[src/rtl/flip_conditioner_pkg.sv]
// rtl/flip_conditioner_pkg.sv - shared types and constants for the flip conditioner
// Purpose: channel FSM state enum, event source codes and event FIFO depth.
// Ports: none (package).
package flip_conditioner_pkg;

  typedef enum logic {
    STABLE = 1'b0,
    SETTLE = 1'b1
  } chan_state_e;

  localparam logic SRC_FLIP  = 1'b0;
  localparam logic SRC_INPUT = 1'b1;

  localparam logic [1:0] FIFO_DEPTH = 2'd2;

endpackage

[src/rtl/flip_conditioner_debounce_channel.sv]
// rtl/flip_conditioner_debounce_channel.sv - synchroniser, debounce FSM and rise strobe for one input
// Purpose: debounce one asynchronous bouncy input into a clean level plus a one-cycle
//          strobe in the first cycle the level reads 1.
// Ports:
//   clk     - clock, rising edge
//   reset   - synchronous, active-high
//   raw_i   - asynchronous bouncy input
//   level_o - debounced level
//   rise_o  - one-cycle strobe, high in the first cycle after a 0->1 level change
module debounce_channel
  import flip_conditioner_pkg::*;
#(
  parameter int STABLE_CYCLES = 16,
  parameter int CNT_W         = $clog2(STABLE_CYCLES)
) (
  input  logic clk,
  input  logic reset,
  input  logic raw_i,
  output logic level_o,
  output logic rise_o
);

  // The sample that moves the FSM into SETTLE is the first of the STABLE_CYCLES
  // consecutive differing samples, so the last one arrives at count STABLE_CYCLES-2.
  // Together with the two synchroniser flops this puts the level change exactly
  // STABLE_CYCLES+2 edges after the raw value is first sampled.
  localparam logic [CNT_W-1:0] CNT_LAST = CNT_W'(STABLE_CYCLES - 2);

  logic              sync1_q;
  logic              sync2_q;
  chan_state_e       state_q, state_d;
  logic              level_q, level_d;
  logic [CNT_W-1:0]  cnt_q, cnt_d;
  logic              rise_q;

  always_ff @(posedge clk) begin
    if (reset) begin
      sync1_q <= 1'b0;
      sync2_q <= 1'b0;
      state_q <= STABLE;
      level_q <= 1'b0;
      cnt_q   <= '0;
      rise_q  <= 1'b0;
    end else begin
      sync1_q <= raw_i;
      sync2_q <= sync1_q;
      state_q <= state_d;
      level_q <= level_d;
      cnt_q   <= cnt_d;
      rise_q  <= level_d & ~level_q;
    end
  end

  always_comb begin
    state_d = state_q;
    level_d = level_q;
    cnt_d   = cnt_q;
    case (state_q)
      STABLE: begin
        if (sync2_q != level_q) begin
          state_d = SETTLE;
          cnt_d   = '0;
        end
      end
      SETTLE: begin
        if (sync2_q == level_q) begin
          // Input bounced back before it held long enough: glitch rejected.
          state_d = STABLE;
        end else if (cnt_q == CNT_LAST) begin
          level_d = ~level_q;
          state_d = STABLE;
          cnt_d   = '0;
        end else begin
          cnt_d = cnt_q + CNT_W'(1);
        end
      end
      default: state_d = STABLE;
    endcase
  end

  assign level_o = level_q;
  assign rise_o  = rise_q;

endmodule

[src/rtl/flip_conditioner.sv]
// rtl/flip_conditioner.sv - debounces flip/input sources and queues their rising edges
// Purpose: two debounce channels feed a 2-entry event FIFO; flip wins same-cycle ties.
// Ports:
//   clk        - clock, rising edge
//   reset      - synchronous, active-high
//   raw_flip   - asynchronous bouncy flip source
//   raw_input  - asynchronous bouncy data source
//   flip       - debounced raw_flip
//   inputVar   - debounced raw_input
//   evt_valid  - head event present
//   evt_ready  - consumer accepts head event
//   evt_src    - head event source (0 = flip, 1 = inputVar)
//   overflow   - sticky, an event was dropped
module flip_conditioner
  import flip_conditioner_pkg::*;
#(
  parameter int STABLE_CYCLES = 16,
  parameter int CNT_W         = $clog2(STABLE_CYCLES)
) (
  input  logic clk,
  input  logic reset,
  input  logic raw_flip,
  input  logic raw_input,
  output logic flip,
  output logic inputVar,
  output logic evt_valid,
  input  logic evt_ready,
  output logic evt_src,
  output logic overflow
);

  logic flip_rise;
  logic input_rise;

  debounce_channel #(
    .STABLE_CYCLES (STABLE_CYCLES),
    .CNT_W         (CNT_W)
  ) u_flip_chan (
    .clk     (clk),
    .reset   (reset),
    .raw_i   (raw_flip),
    .level_o (flip),
    .rise_o  (flip_rise)
  );

  debounce_channel #(
    .STABLE_CYCLES (STABLE_CYCLES),
    .CNT_W         (CNT_W)
  ) u_input_chan (
    .clk     (clk),
    .reset   (reset),
    .raw_i   (raw_input),
    .level_o (inputVar),
    .rise_o  (input_rise)
  );

  // Entry 0 is always the head; entry 1 shifts down on a pop.
  logic [1:0] occ_q, occ_d;
  logic       ent0_q, ent0_d;
  logic       ent1_q, ent1_d;
  logic       ovf_q, ovf_d;
  logic       pop;

  assign evt_valid = (occ_q != 2'd0);
  assign pop       = evt_valid & evt_ready;

  always_ff @(posedge clk) begin
    if (reset) begin
      occ_q  <= 2'd0;
      ent0_q <= 1'b0;
      ent1_q <= 1'b0;
      ovf_q  <= 1'b0;
    end else begin
      occ_q  <= occ_d;
      ent0_q <= ent0_d;
      ent1_q <= ent1_d;
      ovf_q  <= ovf_d;
    end
  end

  // Pop first so a full FIFO being drained this cycle still takes a push;
  // flip is appended before input so it lands ahead on a same-cycle tie.
  always_comb begin
    ent0_d = ent0_q;
    ent1_d = ent1_q;
    occ_d  = occ_q;
    ovf_d  = ovf_q;

    if (pop) begin
      ent0_d = ent1_q;
      occ_d  = occ_q - 2'd1;
    end

    if (flip_rise) begin
      if (occ_d < FIFO_DEPTH) begin
        if (occ_d == 2'd0) ent0_d = SRC_FLIP;
        else               ent1_d = SRC_FLIP;
        occ_d = occ_d + 2'd1;
      end else begin
        ovf_d = 1'b1;
      end
    end

    if (input_rise) begin
      if (occ_d < FIFO_DEPTH) begin
        if (occ_d == 2'd0) ent0_d = SRC_INPUT;
        else               ent1_d = SRC_INPUT;
        occ_d = occ_d + 2'd1;
      end else begin
        ovf_d = 1'b1;
      end
    end
  end

  assign evt_src  = ent0_q;
  assign overflow = ovf_q;

endmodule

[config.mk]
export PLATFORM = sky130hd
export DESIGN_NAME = flip_conditioner
export DESIGN_NICKNAME = d
export VERILOG_FILES = /design/src/rtl/flip_conditioner_pkg.sv /design/src/rtl/flip_conditioner_debounce_channel.sv /design/src/rtl/flip_conditioner.sv
export SDC_FILE = /design/constraint.sdc
export NUM_CORES = 1
export LEC_CHECK = 0
export ABC_CLOCK_PERIOD_IN_PS = 3500
export BUFFER_PORTS_ARGS = -buffer_cell sky130_fd_sc_hd__buf_2
export CELL_PAD_IN_SITES_DETAIL_PLACEMENT = 0
export CELL_PAD_IN_SITES_GLOBAL_PLACEMENT = 2
export CORE_MARGIN = 5
export CORE_UTILIZATION = 37
export CTS_BUF_LIST = sky130_fd_sc_hd__clkbuf_4 sky130_fd_sc_hd__clkbuf_8 sky130_fd_sc_hd__clkbuf_16
export CTS_CLUSTER_SIZE = 20
export DETAILED_ROUTE_END_ITERATION = 8
export PLACE_DENSITY_LB_ADDON = 0.1
export SETUP_SLACK_MARGIN = 0.15
export SKIP_CTS_REPAIR_TIMING = 1
export SYNTH_ARGS = -nofsm -noshare
export SYNTH_HDL_FRONTEND = slang
export SYNTH_HIERARCHICAL = 1
export SYNTH_SLANG_ARGS = --single-unit
[constraint.sdc]
create_clock -name clk -period 3.5 [get_ports clk]
set_clock_uncertainty 0.05 [all_clocks]
set_input_delay 0 -clock clk [delete_from_list [all_inputs] [get_ports clk]]
set_output_delay 0 -clock clk [all_outputs]
set_load 0.01 [all_outputs]
# After elaboration in Yosys (flattened, before gate mapping)
# Index checks and enable logic that the tools add are counted.
[word_totals] mem_bits_rw=0 elab_cells=89 latch_bits=0 ff_bits=23 romBits=0 mem_count=0 input_bits=5 output_inout_bits=5
[op_classes] bitwise_logic=7 n_lt_le_gt_ge=2 add_sub_neg=5 eq_ne=10 muxes=44 n_mul=0 reduce_logical=5 shifts=0 div_mod_pow=0
[op_table] op="1-bit two-way mux" n=29
[op_table] op="4-bit two-way mux" n=6
[op_table] op="4-bit one-hot mux with 2 select lines" n=2
[op_table] op="2-bit two-way mux" n=5
[op_table] op="4-bit by 1-bit adder with 4-bit output (second input constant)" n=2
[op_table] op="4-bit == test (second input constant)" n=2
[op_table] op="2-bit by 1-bit adder with 2-bit output (second input constant)" n=2
[op_table] op="2-bit zero test" n=2
[op_table] op="2-bit less-than comparator (second input constant)" n=2
[op_table] op="2-bit by 1-bit != test with 1-bit output (second input constant)" n=2
[op_table] op="2-bit != test (second input constant)" n=2
[op_table] op="1-bit NOT" n=4
[op_table] op="1-bit one-hot mux with 2 select lines" n=2
[op_table] op="2-bit AND reduction" n=2
[op_table] op="1-bit AND" n=3
[op_table] op="1-bit == test" n=2
[op_table] op="1-bit != test" n=2
[op_table] op="2-bit nonzero test" n=1
[op_table] op="2-bit by 1-bit subtractor with 2-bit output (second input constant)" n=1

# Logic depth before layout (Yosys ltp)
# Gate-level depths: netlist of the first run.
[depth] ltp_word=10 depth_mapped=11 depth_no_buf=11

# By module
# Netlist of the first run, hierarchy kept.
[by_module_without_submodules] mod="debounce_channel" seq_area_each_um2=180.2 n_inst=2 cells_per_inst=42 area_per_inst_um2=367.9
[by_module_without_submodules] mod="flip_conditioner" seq_area_each_um2=100.1 n_inst=1 cells_per_inst=44 area_per_inst_um2=381.6

# Worst setup path before layout of the first run
# No wires, ideal clock.
[synth_path] path_type="reg-to-reg" startpoint="register occ_q[0]" endpoint="register ent1_q" setup_time_ns=0.075 t_arrival_ns=2.311 path_buffers=0 path_slack_ns=1.064 stages_incl_launch_ff=12 required_ns=3.375 period_less_slack_ns=2.436 path_cell_list="dfxtp_1 > inv_1 > ha_1 > nand3b_1 > a21boi_1 > inv_1 > ha_1 > a221oi_2 > inv_1 > ha_1 > or3_1 > o22ai_1"
[synth_via] elab_chain_len=10 elab_cells_between_ends=17 classes_between="add/sub (2); order compare (2); mux (9); bitwise (1); reduce/logical (3)"
[synth_lines] element="from (decl)" line="flip_conditioner.sv:58" text="logic [1:0] occ_q, occ_d;"
[synth_lines] element="from (signal assigned)" line="flip_conditioner.sv:69" text="occ_q <= 2'd0;"
[synth_lines] element="from (signal assigned)" line="flip_conditioner.sv:74" text="occ_q <= occ_d;"
[synth_lines] element="parallel branches: the longest is 2 deep, another holds 2-bit by 1-bit subtractor with 2-bit output"
[synth_lines] element="2-bit two-way mux (*)" line="flip_conditioner.sv:89" text="if (pop) begin"
[synth_lines] element="2-bit by 1-bit adder with 2-bit output, or another cell as far along" line="flip_conditioner.sv:98" text="occ_d = occ_d + 2'd1;"
[synth_lines] element="2-bit two-way mux or 1-bit two-way mux (tied branches)" line="flip_conditioner.sv:95, flip_conditioner.sv:96"
[synth_lines] element="2-bit two-way mux or 1-bit two-way mux (tied branches)" line="flip_conditioner.sv:94, flip_conditioner.sv:95"
[synth_lines] element="2-bit zero test or 1-bit two-way mux (tied branches)" line="flip_conditioner.sv:106, flip_conditioner.sv:94"
[synth_lines] element="1-bit two-way mux" line="flip_conditioner.sv:106" text="if (occ_d == 2'd0) ent0_d = SRC_INPUT;"
[synth_lines] element="1-bit two-way mux" line="flip_conditioner.sv:105" text="if (occ_d < FIFO_DEPTH) begin"
[synth_lines] element="1-bit two-way mux (*)" line="flip_conditioner.sv:104" text="if (input_rise) begin"
[synth_lines] element="to (signal assigned)" line="flip_conditioner.sv:76" text="ent1_q <= ent1_d;"
[synth_lines] element="to (decl)" line="flip_conditioner.sv:60" text="logic ent1_q, ent1_d;"
# Mark *: on every way between the ends.
# A chain may end at the register's enable or synchronous reset.

# Final worst setup path of the first run
# Ends and elaborated chain as after synthesis.

==> run summary, run 1 <==
Post-DRT Antenna Nets -> 0
Worst-path clk slew -> 130 ps
WP data required -> 3700 ps
Sequential share of the synthesized area -> 41.2%
Row cnt -> 20
H-tree lvl count -> 1
Slew Limit Fails -> 0
CP max stage delay -> 390 ps
Port Buffer Count -> 9
Max_slew headroom -> 57.1%
GR Util All Layers -> 10.7%
Crit path buffers/inverters -> 3
Fmax -> 374 MHz
Die Wd -> 65.0 µm
Yosys top cell area share -> 41.2%
Total power -> 495 µW
Avg Inst Size Synth -> 8.73 µm²
Met3 Usage GRT -> 4.68%
Core box area -> 2980 µm²
CP delay by family, top -> compound AO/OA/AOI/OAI gates
Crit path max-delay cell type -> a221oi_2
Min Hold Slack -> 80.8 ps
Nets -> 154
Ys flop type -> dfxtp_1
Final setup violation count -> 0
Top cells by count, synth -> dfxtp_1 (23), nand2_1 (15), a21oi_1 (14), inv_1 (12), ha_1 (8)
Number of max-cap violations -> 0
Tcrit/Tclk final -> 76.4%
Outcome -> completed
Top flop regs -> u_flip_chan/cnt_q x4, u_input_chan/cnt_q x4, occ_q x2
PwrDens -> 399 nW/µm²
Initial antenna violation count -> 0
Starting Density -> 37.5%
Unrepaired setup endpoints after global routing -> no
Pin count of the biggest net entering global routing -> 27
Hold EP -> u_flip_chan/sync1_q$_SDFF_PP0_
Skew-Pair Late Insertion Delay -> 310 ps
Post-route DRC violation count -> 0
Post-synth EDFFs -> 0
Syn nets -> 141
Post-synth ARST share -> 0%
Drt initial violations -> 59
Clock buffer count from CTS -> 3
Clk buf depth -> 2
Clock tree sinks -> 23
CP Max Fanout -> 4
Worst setup EP type -> flop
Worst Setup Start Kind -> flop
Synthesized cell area -> 1120 µm²
R2r startpoint -> occ_q[0]$_SDFF_PP0_
Via count -> 886
Syn-to-layout area delta -> 10.9%
WP data arrival -> 2870 ps
GR peak layer -> met2
Met2 usage -> 16.7%
Post-Syn Instances -> 128
TritonCTS clock tree -> done
Routability cong. -> 0.753
Count leader, synth -> dfxtp_1
Minimum clock period -> 2670 ps
Worst R2R Setup Slack -> 830 ps
Drt total wl -> 2060 µm
Routed length per placed instance -> 11.9 µm
Hold Crit Start -> reset
M1 GR Usage -> 13.0%
Max rail drop VDD -> 0.180 mV
Yosys synthesis warning count -> 6
CP Depth -> 11
Grt ovf -> 0
# fillers -> 318
Final hold vios -> 0
Router iterations before antenna repair -> 7
Area contributors post-synth -> dfxtp_1 (41%), ha_1 (9.0%), a21oi_1 (6.3%)
DP Wirelength -> 1450 µm
Terminus of the critical flop-to-flop path -> ent1_q$_SDFF_PP0_
Layout cell share with drive strength beyond 1 -> 11.4%
Die height -> 65.0 µm
Post-synthesis cell type count -> 31
Critical path type -> flop to flop
Setup TNS -> 0 ps
Worst slew pin tran -> 639 ps
Hold crit path type -> input pin to flop
Cells along the critical path -> inv_1 > ha_1 > nand3b_1 > a21boi_1 > inv_1 > ha_1 > a221oi_2 > inv_1 > ha_1 > or3_1 > o22ai_1
Hold path depth -> 2
Number of antenna repair diodes -> 0
Vias/cell -> 5.12
Synth area leader -> dfxtp_1
First-pass GRT wire length -> 3480 µm
Pleak -> 0.466 nW
Number of synthesized register bits -> 23
I/O pins -> 10
Clock Tree Root -> clkbuf_4
Die footprint -> 4220 µm²
Vias in the first global route -> 777
Worst r2r path cells -> 11
worst reg2reg max path: cells and delay by family, from the launching register on:
family / cells / cell delay (ps)
flops: 1 / 350
fa+ha+maj: 3 / 710
compound gates: 3 / 780
simple gates: 2 / 470
buf+inv: 3 / 250
cell usage in the layout (no fill, tap or decap), types with 2 or more instances in the layout:
cell type and count:
dfxtp_1 23, nand2_1 15, a21oi_1 14, inv_1 12, buf_2 9, ha_1 8, or3_1 7, nor2b_1 5
clkbuf_4 4, nand4_1 4, nand3_1 4, xnor2_1 3, nor2_1 3, o22ai_1 3, nand3b_1 2, o32ai_1 2
dlygate4sd3_1 2, nor4_1 2, nor4b_1 2, a211oi_1 2, o21ai_0 2, nor3_1 2
logic make-up after synthesis:
logic type / synth area share, %
and+or+nand+nor: 24.4
AOI/OAI and AO/OA: 16.8
DFF: 41.2
buffers and inverters: 5.38
adders and majority gates: 8.96
xor gates and xnor gates: 2.35
muxes: 0.896
power breakdown:
group | total, mW | internal [mW] | switching, mW
Combinational | 0.0946 | 0.0423 | 0.0523
Clock | 0.129 | 0.0522 | 0.0766
Sequential | 0.271 | 0.268 | 0.00339
Total | 0.495 | 0.362 | 0.132
layout make-up:
| cell class | count | area [µm²] | area share [%] |
|---|---|---|---|
| timing repair buffer | 11 | 65.1 | 5.25 |
| multi-input combinational | 90 | 597 | 48.2 |
| inverter | 12 | 45.0 | 3.64 |
| tap | 33 | 41.3 | 3.33 |
| clock buffer | 4 | 30.0 | 2.42 |
| sequential | 23 | 460 | 37.2 |
metal layers:
layer  vias to the layer above  share of wire, %  routed length, µm
met5                         -                 0                  0
met4                         0              0.92                 19
met3                         2               4.9                100
met2                        14                44                906
met1                       396                50               1030
li1                        474                 -                  -
how the worst max path moves through the flow:
stage | startpoint | to | slack [ps]
floorplan | occ_q[0]$_SDFF_PP0_ | ent1_q$_SDFF_PP0_ | 1060
global placement | occ_q[0]$_SDFF_PP0_ | ent1_q$_SDFF_PP0_ | 950
detailed placement | occ_q[0]$_SDFF_PP0_ | ent1_q$_SDFF_PP0_ | 860
CTS | occ_q[0]$_SDFF_PP0_ | ent1_q$_SDFF_PP0_ | 820
global route | occ_q[0]$_SDFF_PP0_ | ent1_q$_SDFF_PP0_ | 640
finish | occ_q[0]$_SDFF_PP0_ | ent1_q$_SDFF_PP0_ | 830
metrics by stage:
step                      cell area (µm²)  setup slack, ps  utilization, %  cells
after global routing                 1240              637            41.6    173
after floorplan                      1120             1060               -    128
after detailed placement             1190              856            39.9    167
final                                1240              828            41.6    173
after CTS                            1220              822            40.9    171
after global placement               1190              945            39.9    167
(Power assumes the default switching activity.)
==> inputs of run 2 (changes only) <==
--- a/config.mk
+++ b/config.mk
@@ -5,12 +5,12 @@
 export SDC_FILE = /design/constraint.sdc
 export NUM_CORES = 1
 export LEC_CHECK = 0
-export ABC_CLOCK_PERIOD_IN_PS = 3500
+export ABC_CLOCK_PERIOD_IN_PS = 2300
 export BUFFER_PORTS_ARGS = -buffer_cell sky130_fd_sc_hd__buf_2
 export CELL_PAD_IN_SITES_DETAIL_PLACEMENT = 0
 export CELL_PAD_IN_SITES_GLOBAL_PLACEMENT = 2
 export CORE_MARGIN = 5
-export CORE_UTILIZATION = 37
+export CORE_UTILIZATION = 31
 export CTS_BUF_LIST = sky130_fd_sc_hd__clkbuf_4 sky130_fd_sc_hd__clkbuf_8 sky130_fd_sc_hd__clkbuf_16
 export CTS_CLUSTER_SIZE = 20
 export DETAILED_ROUTE_END_ITERATION = 8
==> constraint.sdc (replaced) <==
create_clock -name clk -period 2.3 [get_ports clk]
set_clock_uncertainty 0.05 [all_clocks]
set_input_delay 0 -clock clk [delete_from_list [all_inputs] [get_ports clk]]
set_output_delay 0 -clock clk [all_outputs]
set_load 0.01 [all_outputs]
==> run 2 against run 1 <==
  * Hold slack worse by 4.4 ps
  * Critical path depth unchanged
  * Sequential share of layout area down 3.3 points
  * Combinational power up 140%
==> run summary, run 2 (synthesis results as in run 1) <==
Outcome -> completed
GR Util All Layers -> 9.60%
Clock Tree Root -> clkbuf_4
Grt ovf -> 0
DP Wirelength -> 1580 µm
Final setup violation count -> 0
Router iterations before antenna repair -> 4
Final hold vios -> 0
Top flop regs -> u_flip_chan/cnt_q x4, u_input_chan/cnt_q x4, occ_q x2
R2r startpoint -> occ_q[1]$_SDFF_PP0_
Via count -> 937
Pleak -> 0.503 nW
Routability cong. -> 0.711
Die footprint -> 4900 µm²
Final Util -> 40.0%
H-tree lvl count -> 1
CP Max Fanout -> 3
WP data required -> 2500 ps
Port Buffer Count -> 9
Routed length per placed instance -> 11.6 µm
Worst slew pin tran -> 668 ps
Critical path type -> flop to flop
Number of antenna repair diodes -> 0
Drt total wl -> 2200 µm
Cell Area, Placed -> 1260 µm²
Clock buffer count from CTS -> 3
Total power -> 840 µW
Worst-path clk slew -> 130 ps
Hold Crit Start -> reset
Terminus of the critical flop-to-flop path -> ent1_q$_SDFF_PP0_
Hold crit path type -> input pin to flop
Layout cell share with drive strength beyond 1 -> 22.2%
Worst R2R Setup Slack -> 20 ps
Starting Density -> 32.7%
Min Hold Slack -> 76.4 ps
Setup TNS -> 0 ps
Pin count of the biggest net entering global routing -> 27
Vias in the first global route -> 905
Slew Limit Fails -> 0
Die Wd -> 70.0 µm
Max_slew headroom -> 55.2%
Die height -> 70.0 µm
Commonest non-fill, non-tap cell in the layout -> dfxtp_1
First-pass GRT wire length -> 3860 µm
Row cnt -> 21
I/O pins -> 10
Nets -> 158
Minimum clock period -> 2280 ps
WP data arrival -> 2480 ps
TritonCTS clock tree -> done
Tcrit/Tclk final -> 99.1%
Fmax -> 439 MHz
Final worst slack -> 21.6 ps
Number of max-cap violations -> 0
Clk buf depth -> 2
Worst r2r path cells -> 11
Drt initial violations -> 23
Hold EP -> u_input_chan/sync1_q$_SDFF_PP0_
Post-route DRC violation count -> 0
Worst setup EP type -> flop
PwrDens -> 614 nW/µm²
Core box area -> 3420 µm²
Hold path depth -> 2
Final Instance Area -> 1370 µm²
Syn-to-layout area delta -> 22.4%
Unrepaired setup endpoints after global routing -> yes
Post-Layout Cell Count -> 190
Vias/cell -> 4.93
Skew-Pair Late Insertion Delay -> 310 ps
Pre-CTS setup slack -> 1.64 ps
Initial antenna violation count -> 0
Placed cell count -> 183
Most frequent cells in the layout -> dfxtp_1 (21), nand2_1 (15), a21oi_1 (14)
Max rail drop VDD -> 0.174 mV
Clock tree sinks -> 23
Worst Setup Start Kind -> flop
Post-DRT Antenna Nets -> 0
## run 2: cell types whose count changed in the layout (fill, tap and decap cells not counted), sizes merged
cell,change
clkbuf,-1
clkinv,+1
buf,+4
## run 2: worst max-delay path, stage by stage, from the launching register on
cell and delay (ps):
dfxtp_2 370, inv_4 50, ha_4 230, nand3b_1 120
a21boi_4 220, inv_2 60, ha_4 160, a221oi_4 290
inv_2 100, ha_4 170, or3_1 300, o22ai_1 100
## run 2: layout make-up
| class | instances | area, µm² |
|---|---|---|
| Clock buffer | 3 | 22.5 |
| Fill cell | 366 | 2050 |
| Sequential cell | 23 | 463 |
| Timing Repair Buffer | 15 | 95.1 |
| Inverter | 12 | 47.5 |
| Tap cell | 46 | 57.6 |
| Multi-Input combinational cell | 90 | 677 |
| Clock inverter | 1 | 5.00 |
## run 2: per-layer routing
metal  global-route usage (%)  wire (µm)
met1                     10.8       1050
met2                     16.8       1050
met3                     2.01         78
met4                     5.11         18
met5                        0          0
## run 2: where the power goes
| part | internal [mW] | leakage (nW) | switching (mW) |
|---|---|---|---|
| clock | 0.0650 | 0.0177 | 0.128 |
| sequential | 0.409 | 0.187 | 0.00680 |
| combinational | 0.119 | 0.298 | 0.112 |
| total | 0.593 | 0.503 | 0.247 |
## run 2: worst max path at each step
stage | cells past startpoint | slack, ps | start | end
2_1_floorplan | 11 | 110 | occ_q[1]$_SDFF_PP0_ | ent1_q$_SDFF_PP0_
3_3_place_gp | 11 | 60 | occ_q[0]$_SDFF_PP0_ | ent1_q$_SDFF_PP0_
3_5_place_dp | 11 | 2 | occ_q[1]$_SDFF_PP0_ | ent1_q$_SDFF_PP0_
4_1_cts | 11 | -30 | occ_q[1]$_SDFF_PP0_ | ent1_q$_SDFF_PP0_
5_1_grt | 11 | -110 | occ_q[1]$_SDFF_PP0_ | ent1_q$_SDFF_PP0_
6_report | 11 | 20 | occ_q[1]$_SDFF_PP0_ | ent1_q$_SDFF_PP0_
